==> src/rtl/adc_spi_pkg.sv <==
// Shared constants and helpers for the ADC128S022-style serial responder.
package adc_spi_pkg;

  localparam int FRAME_BITS = 16;
  localparam int DATA_BITS  = 12;
  localparam int NUM_CH     = 8;
  localparam int ADDR_BITS  = 3;

  // Rising-edge indices (1-based) that carry the channel address bits.
  localparam int ADD2_RISE = 3;
  localparam int ADD1_RISE = 4;
  localparam int ADD0_RISE = 5;

  typedef enum logic {
    ST_IDLE,
    ST_ACTIVE
  } state_t;

  function automatic logic [FRAME_BITS-1:0] frame_word(
    input logic [NUM_CH*DATA_BITS-1:0] ch,
    input logic [ADDR_BITS-1:0]        addr
  );
    return {{(FRAME_BITS-DATA_BITS){1'b0}}, ch[DATA_BITS*addr +: DATA_BITS]};
  endfunction

endpackage

==> src/rtl/sync_edge.sv <==
// Multi-stage synchronizer for one asynchronous input, plus rise/fall pulses
// derived from one extra register after the synchronized value.
module sync_edge #(
  parameter int   SYNC_STAGES = 2,
  parameter logic RESET_VAL   = 1'b0
) (
  input  logic clk,
  input  logic reset,
  input  logic d,
  output logic q,
  output logic rise,
  output logic fall
);

  logic [SYNC_STAGES-1:0] chain;
  logic                   prev;

  always_ff @(posedge clk or posedge reset) begin
    if (reset) begin
      chain <= {SYNC_STAGES{RESET_VAL}};
      prev  <= RESET_VAL;
    end else begin
      chain <= {chain[SYNC_STAGES-2:0], d};
      prev  <= chain[SYNC_STAGES-1];
    end
  end

  assign q    = chain[SYNC_STAGES-1];
  assign rise = q & ~prev;
  assign fall = ~q & prev;

endmodule

==> src/rtl/adc_spi_responder.sv <==
// Serial ADC responder: answers ADC128S022-style 16-bit frames from a
// 96-bit bank of channel values, for hardware-in-the-loop testing.
//
//   state     | meaning
//   ----------+------------------------------------------------------
//   ST_IDLE   | adc_cs_n high (or not yet armed); adc_sdat held at 0
//   ST_ACTIVE | frame in progress; shifting data, counting sclk rises
module adc_spi_responder
  import adc_spi_pkg::*;
#(
  parameter int SYNC_STAGES = 2
) (
  input  logic                            clk,
  input  logic                            reset,
  input  logic                            adc_cs_n,
  input  logic                            adc_sclk,
  input  logic                            adc_saddr,
  output logic                            adc_sdat,
  input  logic [NUM_CH*DATA_BITS-1:0]     ch_data,
  output logic [ADDR_BITS-1:0]            cur_addr,
  output logic                            busy,
  output logic                            frame_done,
  output logic                            frame_abort
);

  localparam logic [4:0] RISE_ADD2    = 5'(ADD2_RISE);
  localparam logic [4:0] RISE_ADD1    = 5'(ADD1_RISE);
  localparam logic [4:0] RISE_ADD0    = 5'(ADD0_RISE);
  localparam logic [4:0] RISE_LAST    = 5'(FRAME_BITS);
  localparam logic [3:0] BITS_AFTER   = 4'(FRAME_BITS - 1);
  localparam logic [2:0] FLUSH_CYCLES = 3'(SYNC_STAGES + 1);

  logic cs_q, cs_rise, cs_fall;
  logic sclk_q, sclk_rise, sclk_fall;
  logic saddr_q, saddr_rise, saddr_fall;

  sync_edge #(.SYNC_STAGES(SYNC_STAGES), .RESET_VAL(1'b1)) u_sync_cs (
    .clk(clk), .reset(reset), .d(adc_cs_n),
    .q(cs_q), .rise(cs_rise), .fall(cs_fall)
  );

  sync_edge #(.SYNC_STAGES(SYNC_STAGES), .RESET_VAL(1'b1)) u_sync_sclk (
    .clk(clk), .reset(reset), .d(adc_sclk),
    .q(sclk_q), .rise(sclk_rise), .fall(sclk_fall)
  );

  sync_edge #(.SYNC_STAGES(SYNC_STAGES), .RESET_VAL(1'b0)) u_sync_saddr (
    .clk(clk), .reset(reset), .d(adc_saddr),
    .q(saddr_q), .rise(saddr_rise), .fall(saddr_fall)
  );

  state_t                state;
  logic [FRAME_BITS-1:0] shift_reg;
  logic [4:0]            rise_cnt;
  logic [3:0]            bits_left;
  logic [ADDR_BITS-1:0]  pend_addr;
  logic                  chained;
  logic                  armed;
  logic [2:0]            flush_cnt;
  logic [4:0]            rise_next;
  logic [FRAME_BITS-1:0] load_word;
  logic [FRAME_BITS-1:0] next_word;

  assign rise_next = rise_cnt + 5'd1;
  assign load_word = frame_word(ch_data, cur_addr);
  assign next_word = frame_word(ch_data, pend_addr);

  always_ff @(posedge clk or posedge reset) begin
    if (reset) begin
      state       <= ST_IDLE;
      shift_reg   <= '0;
      rise_cnt    <= '0;
      bits_left   <= '0;
      pend_addr   <= '0;
      cur_addr    <= '0;
      chained     <= 1'b0;
      armed       <= 1'b0;
      flush_cnt   <= '0;
      adc_sdat    <= 1'b0;
      busy        <= 1'b0;
      frame_done  <= 1'b0;
      frame_abort <= 1'b0;
    end else begin
      frame_done  <= 1'b0;
      frame_abort <= 1'b0;

      // The synchronizers come out of reset at 1; a falling edge is only
      // trusted once they have flushed and adc_cs_n has been seen high.
      if (flush_cnt != FLUSH_CYCLES) flush_cnt <= flush_cnt + 3'd1;
      else if (cs_q)                 armed     <= 1'b1;

      case (state)
        ST_IDLE: begin
          adc_sdat <= 1'b0;
          if (cs_fall && armed) begin
            shift_reg <= load_word;
            adc_sdat  <= load_word[FRAME_BITS-1];
            bits_left <= BITS_AFTER;
            rise_cnt  <= '0;
            chained   <= 1'b0;
            busy      <= 1'b1;
            state     <= ST_ACTIVE;
          end
        end

        ST_ACTIVE: begin
          if (cs_rise) begin
            // A reload that has seen no sclk rise yet follows a completed
            // frame, so deselecting there is a normal frame end.
            if (!(chained && rise_cnt == 5'd0)) frame_abort <= 1'b1;
            adc_sdat <= 1'b0;
            rise_cnt <= '0;
            chained  <= 1'b0;
            busy     <= 1'b0;
            state    <= ST_IDLE;
          end else if (sclk_rise) begin
            rise_cnt <= rise_next;
            chained  <= 1'b0;
            if (rise_next == RISE_ADD2) pend_addr[2] <= saddr_q;
            if (rise_next == RISE_ADD1) pend_addr[1] <= saddr_q;
            if (rise_next == RISE_ADD0) pend_addr[0] <= saddr_q;
            if (rise_next == RISE_LAST) begin
              cur_addr   <= pend_addr;
              frame_done <= 1'b1;
              rise_cnt   <= '0;
              shift_reg  <= next_word;
              adc_sdat   <= next_word[FRAME_BITS-1];
              bits_left  <= BITS_AFTER;
              chained    <= 1'b1;
            end
          end else if (sclk_fall && bits_left != 4'd0) begin
            shift_reg <= {shift_reg[FRAME_BITS-2:0], 1'b0};
            adc_sdat  <= shift_reg[FRAME_BITS-2];
            bits_left <= bits_left - 4'd1;
          end
        end

        default: state <= ST_IDLE;
      endcase
    end
  end

endmodule
==> config.mk <==
export PLATFORM = sky130hd
export DESIGN_NAME = adc_spi_responder
export DESIGN_NICKNAME = d
export VERILOG_FILES = /design/src/rtl/adc_spi_pkg.sv /design/src/rtl/sync_edge.sv /design/src/rtl/adc_spi_responder.sv
export SDC_FILE = /design/constraint.sdc
export NUM_CORES = 1
export LEC_CHECK = 0
export ABC_AREA = 1
export BUFFER_PORTS_ARGS = -buffer_cell sky130_fd_sc_hd__buf_2
export CORE_MARGIN = 2
export CORE_UTILIZATION = 59
export CTS_CLUSTER_SIZE = 25
export DETAILED_ROUTE_END_ITERATION = 7
export HOLD_SLACK_MARGIN = 0.06
export PLACE_DENSITY = 0.91
export SETUP_SLACK_MARGIN = 0.4
export SYNTH_ARGS = -nofsm -noshare
export SYNTH_HDL_FRONTEND = slang
export SYNTH_SLANG_ARGS = --single-unit
==> constraint.sdc <==
create_clock -name clk -period 3 [get_ports clk]
set_input_delay 0.3 -clock clk [delete_from_list [all_inputs] [get_ports clk]]
set_output_delay 0.3 -clock clk [all_outputs]
set_load 0.1 [all_outputs]
# == Word-level counts from Yosys, hierarchy flattened ==
# Index checks and enable logic that the tools add are counted.
# W data, S select, Z words.
# totals
inputBits,101
regBits,48
# op_classes
muxes,39
n_shift,2
n_reduce_logical,14
n_addsub,3
n_mul,2
bitwise,11
eq_ne,13
# ops
operator,count
$shiftx A96 B8 Y12,2
$mux W15,5
$pmux W15 S2,1
$mux W4,5
$mux W5,4
$reduce_and A4 Y1,5
$mux W1,18
$eq A5 B3 Y1 const B,2
$mul A2 B3 Y5 const A,2
$pmux W5 S2,1
$ne A3 B2 Y1 const B,3
$ne A4 B3 Y1 const B,2
$pmux W1 S2,4
$pmux W4 S2,1
$reduce_and A2 Y1,4
$not A1 Y1,7
$ne A2 B2 Y1 const B,3
$add A5 B1 Y5 const B,1
$eq A5 B2 Y1 const B,1
$eq A5 B5 Y1 const B,1
$logic_not A5 Y1,1
$and A1 B1 Y1,4
$reduce_bool A4 Y1,1
$sub A4 B1 Y4 const B,1
3 further kinds,5

# == Longest topological paths before layout ==
# Gate-level depths: netlist of the first run.
# depth
ltp_word,7
ltp_mapped,12
depth_no_buf,11

# == Modules after synthesis ==
# Synthesis of the first run repeated with hierarchy kept, for this count alone.
# unflattened
cells_unflattened,745
area_unflattened_um2,4385.5
# modules_own_cells
module,area_each_um2,n_inst,cells_per_inst
adc_spi_responder,4096.4,1,721
sync_edge (u_sync_cs ...),97.6,2,8
sync_edge (u_sync_saddr),93.8,1,8

# == Worst setup path after synthesis of the first run ==
# Ideal clock, no wire load.
# synth_timing
path_kind,reg-to-reg
start,register cur_addr[0]
end,register shift_reg[10]
setup_time_ns,0.118
required_ns,2.882
stages_incl_launch_ff,10
slack_ns,0.921
arrival_ns,1.961
cell_sequence,dfrtp_1 > buf_2 > clkbuf_1 > nand2_1 > nand3_1 > nand3_1 > nand3_1 > nand3_1 > nand3_1 > nand2_1
# synth_between
elab_chain_cells,4
# synth_rtl
item,line,rtl
from (decl),adc_spi_responder.sv:20,"output logic [ADDR_BITS-1:0] cur_addr,"
from (signal assigned),adc_spi_responder.sv:123,cur_addr <= pend_addr;
$mul A2 B3 Y5,adc_spi_pkg.sv:23,"return {{(FRAME_BITS-DATA_BITS){1'b0}}, ch[DATA_BITS*addr +: DATA_BITS]};"
$shiftx A96 B8 Y12,adc_spi_pkg.sv:23,
$mux W15,adc_spi_responder.sv:95,if (cs_fall && armed) begin
$pmux W15 S2,adc_spi_responder.sv:92,case (state)
to (signal assigned),adc_spi_responder.sv:96,shift_reg <= load_word;
to (signal assigned),adc_spi_responder.sv:126,shift_reg <= next_word;
to (signal assigned),adc_spi_responder.sv:132,"shift_reg <= {shift_reg[FRAME_BITS-2:0], 1'b0};"
to (decl),adc_spi_responder.sv:53,logic [FRAME_BITS-1:0] shift_reg;
# No other way between the ends. The select of a mux whose other input is x is not followed.
# A chain may end at the register's enable or synchronous reset.

# == Worst setup path after layout of the first run ==
# layout_timing
start,register rise_cnt[1]
end,register shift_reg[1]
# layout_between
elab_chain_cells,4
# layout_rtl
item,line,rtl
from (decl),adc_spi_responder.sv:54,logic [4:0] rise_cnt;
from (signal assigned),adc_spi_responder.sv:117,rise_cnt <= rise_next;
$add A5 B1 Y5,adc_spi_responder.sv:64,assign rise_next = rise_cnt + 5'd1;
$eq A5 B5 Y1,adc_spi_responder.sv:122,if (rise_next == RISE_LAST) begin
$ne A3 B2 Y1 (no line),--,
$reduce_and A4 Y1 (no line),--,
# No other way between the ends.

==> summary.md, run 1 <==
| Metric | Value |
|---|---|
| Pre-Repair DR Iteration Count | `8` |
| Final routed wire length divided by cell count | `14.2 µm` |
| Via count of the first global-routing pass | `4647` |
| CP arrival | `2.33 ns` |
| Sequential-to-total area share from yosys stat | `28.2%` |
| Clock Pin Slew Worst Setup and Hold Paths | `approximately 0.080 ns` |
| Worst Slack Setup Final | `0.865 ns` |
| Area overhead of the layout relative to synthesis | `14.7%` |
| Post-detailed-routing wire length | `13.1 mm` |
| Violations in the final reports | `design-rule violations` |
| Worst slew pin tran | `0.961 ns` |
| Most common cell in the netlist | `nand2_1` |
| Detailed-routed wire length on met2 | `5.99 mm` |
| Final hold viol count | `0` |
| Synth Warn # | `0` |
| Placer's final routability congestion estimate | `0.914` |
| Max_cap viols | `0` |
| X dimension of the die | `89.2 µm` |
| R2r startpoint | `rise_cnt[1]$_DFFE_PP0P_` |
| Wire length of the first global-routing pass | `just over 20 mm` |
| Maximum level of the CTS H-tree | `2` |
| Initial core utilization | `60.0%` |
| Path category of the worst min-delay check | `input pin to flip-flop` |
| Max reg flops | `15` |
| Critical Path Source Type | `flip-flop` |
| Total number of vias | `5253` |
| RSZ-0062 raised after global routing | `no` |
| Total congestion overflow after global routing | `0` |
| Max-slew headroom at the worst pin | `between 30% and 40%` |
| ANT cells | `0` |
| Worst reg2reg path depth | `11` |
| Pwr per Cell Area | `between 400 and 500 nW/µm²` |
| Number of cells produced by synthesis | `740` |
| Worst setup EP type | `flip-flop` |
| Std cell rows | `31` |
| Most area-consuming cells after synthesis | `dfrtp_1 (25%), nand2_1 (23%), nand3_1 (23%)` |
| Instance count along the most critical hold path | `1` |
| Endpoint of the worst-slack reg-to-reg timing path | `shift_reg[1]$_DFFE_PP0P_` |
| Worst supply voltage drop on vdd | `approximately 0.32 mV` |
| Placed wire-length estimate | `9.05 mm` |
| Register-to-Register Setup Slack | `0.86 ns` |
| Crit Path Class | `flip-flop to flip-flop` |
| Fraction of layout instances using a drive strength above 1 | `17.5%` |
| Leakage dissipation | `2.83 nW` |
| Master cell of the clock root buffer | `clkbuf_8` |
| Final layout net count | `925` |
| Maximum frequency from static timing analysis | `468 MHz` |
| Sum of negative setup slack | `0 ns` |
| Share of the core filled with cells in the final layout | `68.9%` |
| All-layer global routing usage | `32.3%` |
| Biggest fanout along the worst timing path | `21` |
| Post-synthesis area per instance | `5.79 µm²` |
| Synthesized area | `around 4300 µm²` |
| Launching element of the worst setup path | `rise_cnt[1]$_DFFE_PP0P_` |
| Height of the die | `89.2 µm` |
| Pin count of the biggest net entering global routing | `54` |
| Flip-flop and latch count after synthesis | `48` |
| Clock Skews | `0.00817 ns` |
| Outcome | `complete, but fails checks` |
| # resized after CTS | `0` |
| Flip-flop cell with the highest count after synthesis | `dfrtp_1` |
| Final Critical Period | `about 2.1 ns` |
| Clk Latency, worst-skew pair | `between 0.3 and 0.4 ns` |
| EDFF count, synth | `0` |
| Number of nets still failing antenna checks after routing | `0` |
| Final critical-path share of the clock period | `approximately 71%` |
| Endpoints failing setup | `0` |
| Termination of the worst setup path | `shift_reg[1]$_DFFE_PP0P_` |
| Number of antenna violations at the first check in global routing | `0` |
| CTS Buf Count | `5` |
| Post-synthesis async set-or-reset flop share | `100%` |
| Cell Count Post-Placement | `909` |
| DRC marker count from the first detailed-route iteration | `687` |
| # port buffers | `roughly 110` |
| Count of cell types in the netlist | `32` |
| Crit path required time | `roughly 3.2 ns` |
| Non-filler instance count after layout | `approximately 920` |
| Post-CTS Repair Setup Buffers | `0` |
| Top-Level Pins | `roughly 110` |
| Clock sink count | `48` |
| Synthesized netlist net count | `roughly 850` |
| Area share of the leading cell type in the synthesized netlist | `24.5%` |
| Die footprint | `7960 µm²` |
| Detail-routed via count per cell | `5.73` |
| Top cell type by total area after synthesis | `dfrtp_1` |
| Number of hold buffers added after CTS | `0` |
| Ranking of synthesized cells by instance count | `nand2_1 (268), nand3_1 (195), inv_1 (117)` |
| Length of routed met3 wiring | `~1.6 mm` |
| CTS tree | `done` |
| Worst-case setup slack after placement | `0.946 ns` |
| Number of design rule violations left after detail routing | `1` |
| Clock buffer depth | `2` |
| Wl on met1 | `about 5 mm` |
| Area of the core region | `around 7000 µm²` |
| Top layer in use | `met4` |
| Count of final max-slew check failures | `0` |
## cells by family after synthesis
kind of cell	after synthesis	share of synthesized area [%]
buf+inv	164	15.2
mux	1	0.263
compound gates	24	3.18
fa+ha+maj	7	2.04
flops	48	28.2
simple gates	495	50.9
xor+xnor	1	0.204
## worst min path at each step
stage,from,slack (ns),endpoint
after global placement,u_sync_saddr.chain[0]$_DFF_PP0_,0.33,u_sync_saddr.chain[1]$_DFF_PP0_
final,adc_cs_n,0.08,u_sync_cs.chain[0]$_DFF_PP1_
after floorplan,adc_cs_n,0.30,u_sync_cs.chain[0]$_DFF_PP1_
after CTS,adc_cs_n,0.08,u_sync_cs.chain[0]$_DFF_PP1_
after detailed placement,u_sync_saddr.chain[0]$_DFF_PP0_,0.34,u_sync_saddr.chain[1]$_DFF_PP0_
after global routing,adc_cs_n,0.08,u_sync_cs.chain[0]$_DFF_PP1_
## per-stage QoR
| step | total power, W | area (µm²) | hold slack, ns |
|---|---|---|---|
| after global routing | 0.00227 | 4910 | 0.0758 |
| after global placement | 0.00158 | 4790 | 0.335 |
| after floorplan | 0.00141 | 4280 | 0.304 |
| after CTS | 0.00212 | 4910 | 0.0816 |
| final | 0.00213 | 4910 | 0.0837 |
| after detailed placement | 0.00162 | 4790 | 0.337 |
## power by group
part / switching, W / internal (W) / leakage, nW
Combinational: 0.000486 / 0.000252 / 2.17
Sequential: 0.000105 / 0.000786 / 0.596
Clock: 0.000211 / 0.000294 / 0.0645
Total: 0.000802 / 0.00133 / 2.83
## worst max-delay path, stage by stage (launching register included)
cell and delay, ns:
dfrtp_1 0.45, ha_1 0.25, inv_1 0.06, nand2_1 0.06, nand2_2 0.08, nand3_2 0.11, nor2_4 0.14, nand3_2 0.09
nand2_2 0.35, nand2_4 0.23, nand2_1 0.13, nand2_1 0.07
## final cells by class
class	count	area [µm²]
clock buffers	7	96.3
inverters	122	458
clock inverters	1	30.0
well taps	99	124
multi-input cells	528	2420
fillers	648	2220
repair buffers	112	573
flip-flops and latches	48	1210
## cell usage in the layout (no fill, tap or decap), types with 4 or more instances in the layout
cell and count:
nand2_1 268, nand3_1 195, inv_1 116, buf_2 107, dfrtp_1 42, nor2_1 10
o21ai_0 9, ha_1 7, clkbuf_8 7, inv_2 6, dfstp_2 6, buf_4 5
o21ai_1 4, o211ai_1 4
## layer usage
layer | vias to the layer above | GRT usage, %
met5 | - | 0
met4 | 0 | 14.9
met3 | 77 | 7.11
met2 | 407 | 50.6
met1 | 2305 | 42.7
li1 | 2464 | -
Note: power is estimated with default switching activity, not from simulation.
==> run 2, diff against run 1 <==
- ABC_AREA: 1 -> 0
- CORE_UTILIZATION: 59 -> 53
- PLACE_DENSITY: 0.91 -> 0.85
- clock period: 3 -> 2.2 ns (I/O delays scaled with it)
==> run 2 against run 1 <==
Effect of this change: the run now ends clean; synthesized cell count down 49%; sequential share of layout area up 0.76 points; maximum frequency up 10%; first-iteration DRC count down 59%; critical endpoint unchanged; hold slack worse by 0.020 ns; final area down 1.9%; sequential power up 30%; clock skew down 0.0012 ns; non-clock buffer count up 20.
==> summary.md, run 2 <==
| Metric | Value |
|---|---|
| Outcome | `complete, no violations` |
| Final routed wire length divided by cell count | `18.8 µm (+32%)` |
| Pre-Repair DR Iteration Count | `5 (-3)` |
| Total congestion overflow after global routing | `0 (unchanged)` |
| EDFF count, synth | `0 (unchanged)` |
| Pin count of the biggest net entering global routing | `55 (+1.9%)` |
| Via count of the first global-routing pass | `3550 (-24%)` |
| Sum of negative setup slack | `0 ns (unchanged)` |
| Final Critical Period | `1.94 ns (-0.194 ns)` |
| Clock Skews | `0.00692 ns (-0.00125 ns)` |
| Leakage dissipation | `2.01 nW (-29%)` |
| Sequential-to-total area share from yosys stat | `31.5% (+3.3 points)` |
| Max_cap viols | `0 (unchanged)` |
| Path category of the worst min-delay check | `input pin to asynchronous set/reset pin` |
| Post-detailed-routing wire length | `11.0 mm (-16%)` |
| Std cell rows | `31 (unchanged)` |
| # port buffers | `107 (unchanged)` |
| Maximum level of the CTS H-tree | `2 (unchanged)` |
| Die footprint | `7940 µm² (-0.27%)` |
| Number of cells produced by synthesis | `378 (-49%)` |
| Number of antenna violations at the first check in global routing | `0 (unchanged)` |
| X dimension of the die | `89.1 µm (-0.13%)` |
| Area share of the leading cell type in the synthesized netlist | `27.4% (+2.9 points)` |
| Synthesized netlist net count | `486 (-43%)` |
| ANT cells | `0 (unchanged)` |
| Register-to-Register Setup Slack | `0.26 ns (-0.61 ns)` |
| Pwr per Cell Area | `556 nW/µm² (+28%)` |
| DRC marker count from the first detailed-route iteration | `284 (-59%)` |
| CTS tree | `done` |
| Worst supply voltage drop on vdd | `0.582 mV (+81%)` |
| Most common cell after layout, fill and taps aside | `buf_2` |
| CTS Buf Count | `5 (unchanged)` |
| Commonest cells after routing, fill and taps aside | `buf_2 (107), mux2_2 (36), dfrtp_1 (35)` |
| Clk Latency, worst-skew pair | `0.30 ns (about the same)` |
| Master cell of the clock root buffer | `clkbuf_8` |
| Synth Warn # | `0 (unchanged)` |
| Flip-flop cell with the highest count after synthesis | `dfrtp_1` |
| Wire length of the first global-routing pass | `16.6 mm (-19%)` |
| Number of design rule violations left after detail routing | `0 (-1)` |
| Clock sink count | `48 (unchanged)` |
| Worst slew pin tran | `0.802 ns (-0.159 ns)` |
| Top cell type by total area after synthesis | `dfrtp_1` |
| Most area-consuming cells after synthesis | `dfrtp_1 (27%), mux2_2 (11%), mux2i_1 (7.3%)` |
| Most common cell in the netlist | `dfrtp_1` |
| Area overhead of the layout relative to synthesis | `25.7%` |
| CP arrival | `2.13 ns (-0.20 ns)` |
| Placed wire-length estimate | `7.50 mm (-17%)` |
| Placer's final routability congestion estimate | `0.882 (-3.4%)` |
| Flip-flop and latch count after synthesis | `48 (unchanged)` |
| Number of nets still failing antenna checks after routing | `0 (unchanged)` |
| Final hold viol count | `0 (unchanged)` |
| Endpoints failing setup | `0 (unchanged)` |
| Biggest fanout along the worst timing path | `8 (-62%)` |
| Detail-routed via count per cell | `6.26 (+9.3%)` |
| Clock buffer depth | `2 (unchanged)` |
| Fraction of layout instances using a drive strength above 1 | `47.3% (+30 points)` |
| Clock Pin Slew Worst Setup and Hold Paths | `0.09 ns (about the same)` |
| Post-synthesis async set-or-reset flop share | `100% (unchanged)` |
| Post-synthesis area per instance | `10.2 µm² (+75%)` |
| RSZ-0062 raised after global routing | `yes` |
| Ranking of synthesized cells by instance count | `dfrtp_1 (42), mux2_2 (39), mux2i_1 (28)` |
| Total number of vias | `3677 (-30%)` |
| Final layout net count | `595 (-36%)` |
| Worst reg2reg path depth | `6 (-5)` |
| Synthesized area | `3840 µm² (-10%)` |
| Cell Count Post-Placement | `564 (-38%)` |
| Height of the die | `89.1 µm (-0.13%)` |
| Initial core utilization | `53.8% (-6.3 points)` |
| Crit Path Class | `flip-flop to flip-flop` |
| Final critical-path share of the clock period | `88.2% (+17 points)` |
| Worst setup EP type | `flip-flop` |
| Area of the core region | `7140 µm² (unchanged)` |
| R2r startpoint | `rise_cnt[0]$_DFFE_PP0P_` |
| Non-filler instance count after layout | `587 (-36%)` |
| Max reg flops | `15 (unchanged)` |
| Crit path required time | `2.39 ns (-0.81 ns)` |
| Endpoint of the worst-slack reg-to-reg timing path | `shift_reg[1]$_DFFE_PP0P_` |
| All-layer global routing usage | `26.9% (-5.4 points)` |
| Count of final max-slew check failures | `0 (unchanged)` |
| Maximum frequency from static timing analysis | `515 MHz (+10%)` |
| Top-Level Pins | `108 (unchanged)` |
| Critical Path Source Type | `flip-flop` |
| Max-slew headroom at the worst pin | `46.5% (+11 points)` |
| Count of cell types in the netlist | `48 (+50%)` |
## run 2: cell types whose count changed in the layout (fill, tap and decap cells not counted), moves of 12 or more
cell,change
a211oi_1,+22
a221oi_1,+12
buf_4,+15
inv_1,-108
mux2_2,+35
mux2i_1,+28
mux4_2,+12
nand2_1,-242
nand3_1,-180
nor2b_1,+24
## run 2: repair_timing
action	CTS	global route
endpoints found under the setup margin	23	26
pin swaps	3	1
gates cloned	1	0
hold buffers	3	0
gates resized for setup	3	15
buffers inserted	10	1
endpoints found under the hold margin	3	0
## run 2: cells by family (layout without fill, tap and decap cells)
| family | count (synthesis) | in the layout | synth area share [%] |
|---|---|---|---|
| fa+ha+maj | 7 | 7 | 2.28 |
| compound gates | 84 | 84 | 15.8 |
| xor+xnor | 4 | 4 | 0.913 |
| buf+inv | 41 | 150 | 5.38 |
| flops | 48 | 48 | 31.5 |
| mux | 85 | 85 | 28.1 |
| simple gates | 109 | 110 | 16.0 |
## run 2: power breakdown
group	internal, W	switching [W]
clock network	0.000401	0.000286
logic	0.000419	0.000416
registers	0.00104	0.000118
total	0.00186	0.000820
## run 2: per-layer routing
layer  global-route usage [%]  share of wire, %
met5                        0                 0
met4                     13.0               3.1
met3                     4.89               9.1
met2                     46.7                49
met1                     32.1                38
## run 2: worst max path at each step
stage,slack [ns],endpoint,start
final,0.26,shift_reg[1]$_DFFE_PP0P_,rise_cnt[0]$_DFFE_PP0P_
after global routing,0.21,shift_reg[13]$_DFFE_PP0P_,rise_cnt[1]$_DFFE_PP0P_
after CTS,0.27,shift_reg[5]$_DFFE_PP0P_,rise_cnt[1]$_DFFE_PP0P_
after detailed placement,0.20,shift_reg[5]$_DFFE_PP0P_,rise_cnt[1]$_DFFE_PP0P_
after global placement,0.24,shift_reg[5]$_DFFE_PP0P_,rise_cnt[1]$_DFFE_PP0P_
after floorplan,0.22,shift_reg[1]$_DFFE_PP0P_,cur_addr[1]$_DFFE_PP0P_
## run 2: critical path, stage by stage (launching register included)
cell and delay (ns):
dfrtp_2 0.46, ha_4 0.19, or3_4 0.34, o31ai_4 0.09
a41o_4 0.33, nand2_8 0.10, mux2_4 0.31
## run 2: cell type report
| cell class | count | area (µm²) |
|---|---|---|
| clock buffer | 7 | 96.3 |
| clock inverter | 1 | 30.0 |
| fill | 553 | 2310 |
| inverter | 10 | 37.5 |
| multi-input combinational | 290 | 2550 |
| sequential | 48 | 1220 |
| tap | 99 | 124 |
| timing repair buffer | 132 | 763 |
## run 2: stage by stage
step / util [%] / setup slack (ns) / instance area [µm²] / hold WS, ns / power [W]
6_report: 67.6 / 0.259 / 4820 / 0.0636 / 0.00268
5_1_grt: 67.6 / 0.207 / 4820 / 0.126 / 0.00283
4_1_cts: 66.7 / 0.273 / 4760 / 0.0846 / 0.00266
3_5_place_dp: 62.8 / 0.198 / 4480 / 0.326 / 0.00193
3_3_place_gp: 62.8 / 0.240 / 4480 / 0.325 / 0.00189
2_1_floorplan: - / 0.218 / 3930 / 0.224 / 0.00168
==> run 3, diff against run 2 <==
==> constraint.sdc (replaced) <==
create_clock -name clk -period 2.2 [get_ports clk]
set_input_delay 0.44 -clock clk [delete_from_list [all_inputs] [get_ports clk]]
set_output_delay 0.44 -clock clk [all_outputs]
set_load 0.1 [all_outputs]
==> run 3 against run 2 <==
Effect of this change: clock power shrank 21%; routed wire length grew 2.4%; die area is the same.
==> summary.md, run 3 (synthesis results as in run 2) <==
| Metric | Value |
|---|---|
| Commonest cells after routing, fill and taps aside | `buf_2 (105), mux2_2 (35), dfrtp_1 (35)` |
| Final hold viol count | `0 (unchanged)` |
| CTS Buf Count | `5 (unchanged)` |
| Sum of negative setup slack | `0 ns (unchanged)` |
| Number of antenna violations at the first check in global routing | `0 (unchanged)` |
| Pwr per Cell Area | `527 nW/µm² (-5.2%)` |
| Maximum frequency from static timing analysis | `526 MHz (+2.2%)` |
| Worst setup EP type | `flip-flop` |
| Path category of the worst min-delay check | `input pin to asynchronous set/reset pin` |
| Total area of sequential cells | `1220 µm² (unchanged)` |
| Total number of vias | `3677 (unchanged)` |
| Cell Count Post-Placement | `564 (unchanged)` |
| Fraction of layout instances using a drive strength above 1 | `49.6% (+2.3 points)` |
| Total congestion overflow after global routing | `0 (unchanged)` |
| Worst slew pin tran | `0.494 ns (-0.307 ns)` |
| X dimension of the die | `89.1 µm (unchanged)` |
| Worst reg2reg path depth | `6 (unchanged)` |
| Multi-input combinational cell area | `2600 µm² (+1.9%)` |
| Master cell of the clock root buffer | `clkbuf_8` |
| RSZ-0062 raised after global routing | `yes` |
| Crit path required time | `2.40 ns (about the same)` |
| Area of the core region | `7140 µm² (unchanged)` |
| Clock Pin Slew Worst Setup and Hold Paths | `0.09 ns (about the same)` |
| Initial core utilization | `53.8% (unchanged)` |
| Endpoints failing setup | `0 (unchanged)` |
| Placed wire-length estimate | `7.52 mm (+0.33%)` |
| Cell family contributing the most delay on the critical path | `simple AND/OR/NAND/NOR gates` |
| Slowest stage cell, crit path | `dfrtp_2` |
| # port buffers | `107 (unchanged)` |
| Clock buffer depth | `2 (unchanged)` |
| CTS tree | `done` |
| Number of nets still failing antenna checks after routing | `0 (unchanged)` |
| Post-layout power | `0.00260 W (-3.1%)` |
| DRC marker count from the first detailed-route iteration | `186 (-35%)` |
| Height of the die | `89.1 µm (unchanged)` |
| Max-slew headroom at the worst pin | `67.3% (+21 points)` |
| Die footprint | `7940 µm² (unchanged)` |
| Clock Skews | `0.0109 ns (+0.00393 ns)` |
| Buffers and inverters on the worst path | `0 (unchanged)` |
| Maximum level of the CTS H-tree | `2 (unchanged)` |
| Leakage dissipation | `2.05 nW (+1.7%)` |
| Fillers | `543 (-1.8%)` |
| Detail-routed via count per cell | `6.18 (-1.3%)` |
| Outcome | `complete, no violations` |
| Via count of the first global-routing pass | `3591 (+1.2%)` |
| Wire length of the first global-routing pass | `17.0 mm (+2.3%)` |
| Worst supply voltage drop on vdd | `0.538 mV (-7.6%)` |
| Final layout net count | `603 (+1.3%)` |
| Area overhead of the layout relative to synthesis | `28.5%` |
| Pre-Repair DR Iteration Count | `5 (unchanged)` |
| Pin count of the biggest net entering global routing | `43 (-22%)` |
| Clk Latency, worst-skew pair | `0.31 ns (about the same)` |
| Final Critical Period | `1.90 ns (-0.0414 ns)` |
| Critical Path Stages | `6 (unchanged)` |
| Std cell rows | `31 (unchanged)` |
| Clock sink count | `48 (unchanged)` |
| ANT cells | `0 (unchanged)` |
| Register-to-Register Setup Slack | `0.30 ns (+0.04 ns)` |
| Number of design rule violations left after detail routing | `0 (unchanged)` |
| Crit-path cells | `ha_4 -> or3_4 -> o31ai_4 -> a41o_4 -> nand2_8 -> mux2_4` |
| CP arrival | `2.10 ns (-0.03 ns)` |
| Final routed wire length divided by cell count | `19.0 µm (+0.98%)` |
| Top-Level Pins | `108 (unchanged)` |
| Max_cap viols | `0 (unchanged)` |
| Count of final max-slew check failures | `0 (unchanged)` |
| Most common cell after layout, fill and taps aside | `buf_2` |
| R2r startpoint | `rise_cnt[1]$_DFFE_PP0P_` |
| Crit Path Class | `flip-flop to flip-flop` |
| Post-detailed-routing wire length | `11.3 mm (+2.4%)` |
| Non-filler instance count after layout | `595 (+1.4%)` |
| Final critical-path share of the clock period | `86.4% (-1.9 points)` |
| Biggest fanout along the worst timing path | `8 (unchanged)` |
| Crit-path max cell delay | `0.44 ns (-0.02 ns)` |
| Max reg flops | `15 (unchanged)` |
| Critical Path Source Type | `flip-flop` |
| Placer's final routability congestion estimate | `0.888 (+0.58%)` |
| Endpoint of the worst-slack reg-to-reg timing path | `shift_reg[1]$_DFFE_PP0P_` |
| All-layer global routing usage | `27.9% (+1.0 points)` |
## run 3: changes by cell type in the layout (fill, tap and decap cells not counted), moves of 2 or more
cell,change
dlygate4sd3_1,-3
buf_2,-2
buf_12,+2
buf_6,+3
buf_4,+7
## run 3: worst max path at each step
stage | from | to | slack (ns)
floorplan | cur_addr[1]$_DFFE_PP0P_ | shift_reg[1]$_DFFE_PP0P_ | 0.22
global placement | rise_cnt[1]$_DFFE_PP0P_ | shift_reg[3]$_DFFE_PP0P_ | 0.24
detailed placement | bits_left[0]$_DFFE_PP0P_ | shift_reg[8]$_DFFE_PP0P_ | 0.14
CTS | u_sync_sclk.chain[1]$_DFF_PP1_ | pend_addr[2]$_DFFE_PP0P_ | 0.28
global route | rise_cnt[1]$_DFFE_PP0P_ | pend_addr[2]$_DFFE_PP0P_ | 0.25
finish | rise_cnt[1]$_DFFE_PP0P_ | shift_reg[1]$_DFFE_PP0P_ | 0.30
## run 3: cell type report
type	count	area share, %
multi-input combinational	290	52.7
clock inverter	1	0.152
sequential	48	24.8
tap	99	2.51
timing repair buffer	140	17.4
inverter	10	0.761
clock buffer	7	1.75
## run 3: worst reg2reg max path, stage by stage (launching register included)
cell and delay [ns]:
dfrtp_2 0.44, ha_4 0.18, or3_4 0.34, o31ai_4 0.08, a41o_4 0.33, nand2_8 0.11
mux2_4 0.31
## run 3: through the flow
step	area [µm²]	setup slack, ns	hold slack [ns]	utilization (%)
finish	4930	0.300	0.122	69.1
global route	4930	0.250	0.165	69.1
CTS	4740	0.277	0.129	66.5
detailed placement	4480	0.140	0.340	62.8
global placement	4480	0.240	0.339	62.8
floorplan	3930	0.218	0.331	-
## run 3: repair_timing
action | 4_1_cts | 5_1_grt
gates cloned | 1 | 0
setup buffers | 12 | 10
hold endpoints to repair | 0 | 0
resized for setup | 10 | 22
setup endpoints to repair | 24 | 26
hold buffers | 0 | 0
pin swaps | 2 | 6
## run 3: metal layers
metal	track usage [%]	wire, µm	vias up
met5	0	0	-
met4	14.5	337	0
met3	5.45	803	40
met2	47.6	5740	186
met1	33.5	4400	1774
li1	-	-	1677
## run 3: power by group
part | internal, W | switching, W
registers | 0.00104 | 0.000123
clock network | 0.000256 | 0.000290
logic | 0.000448 | 0.000441
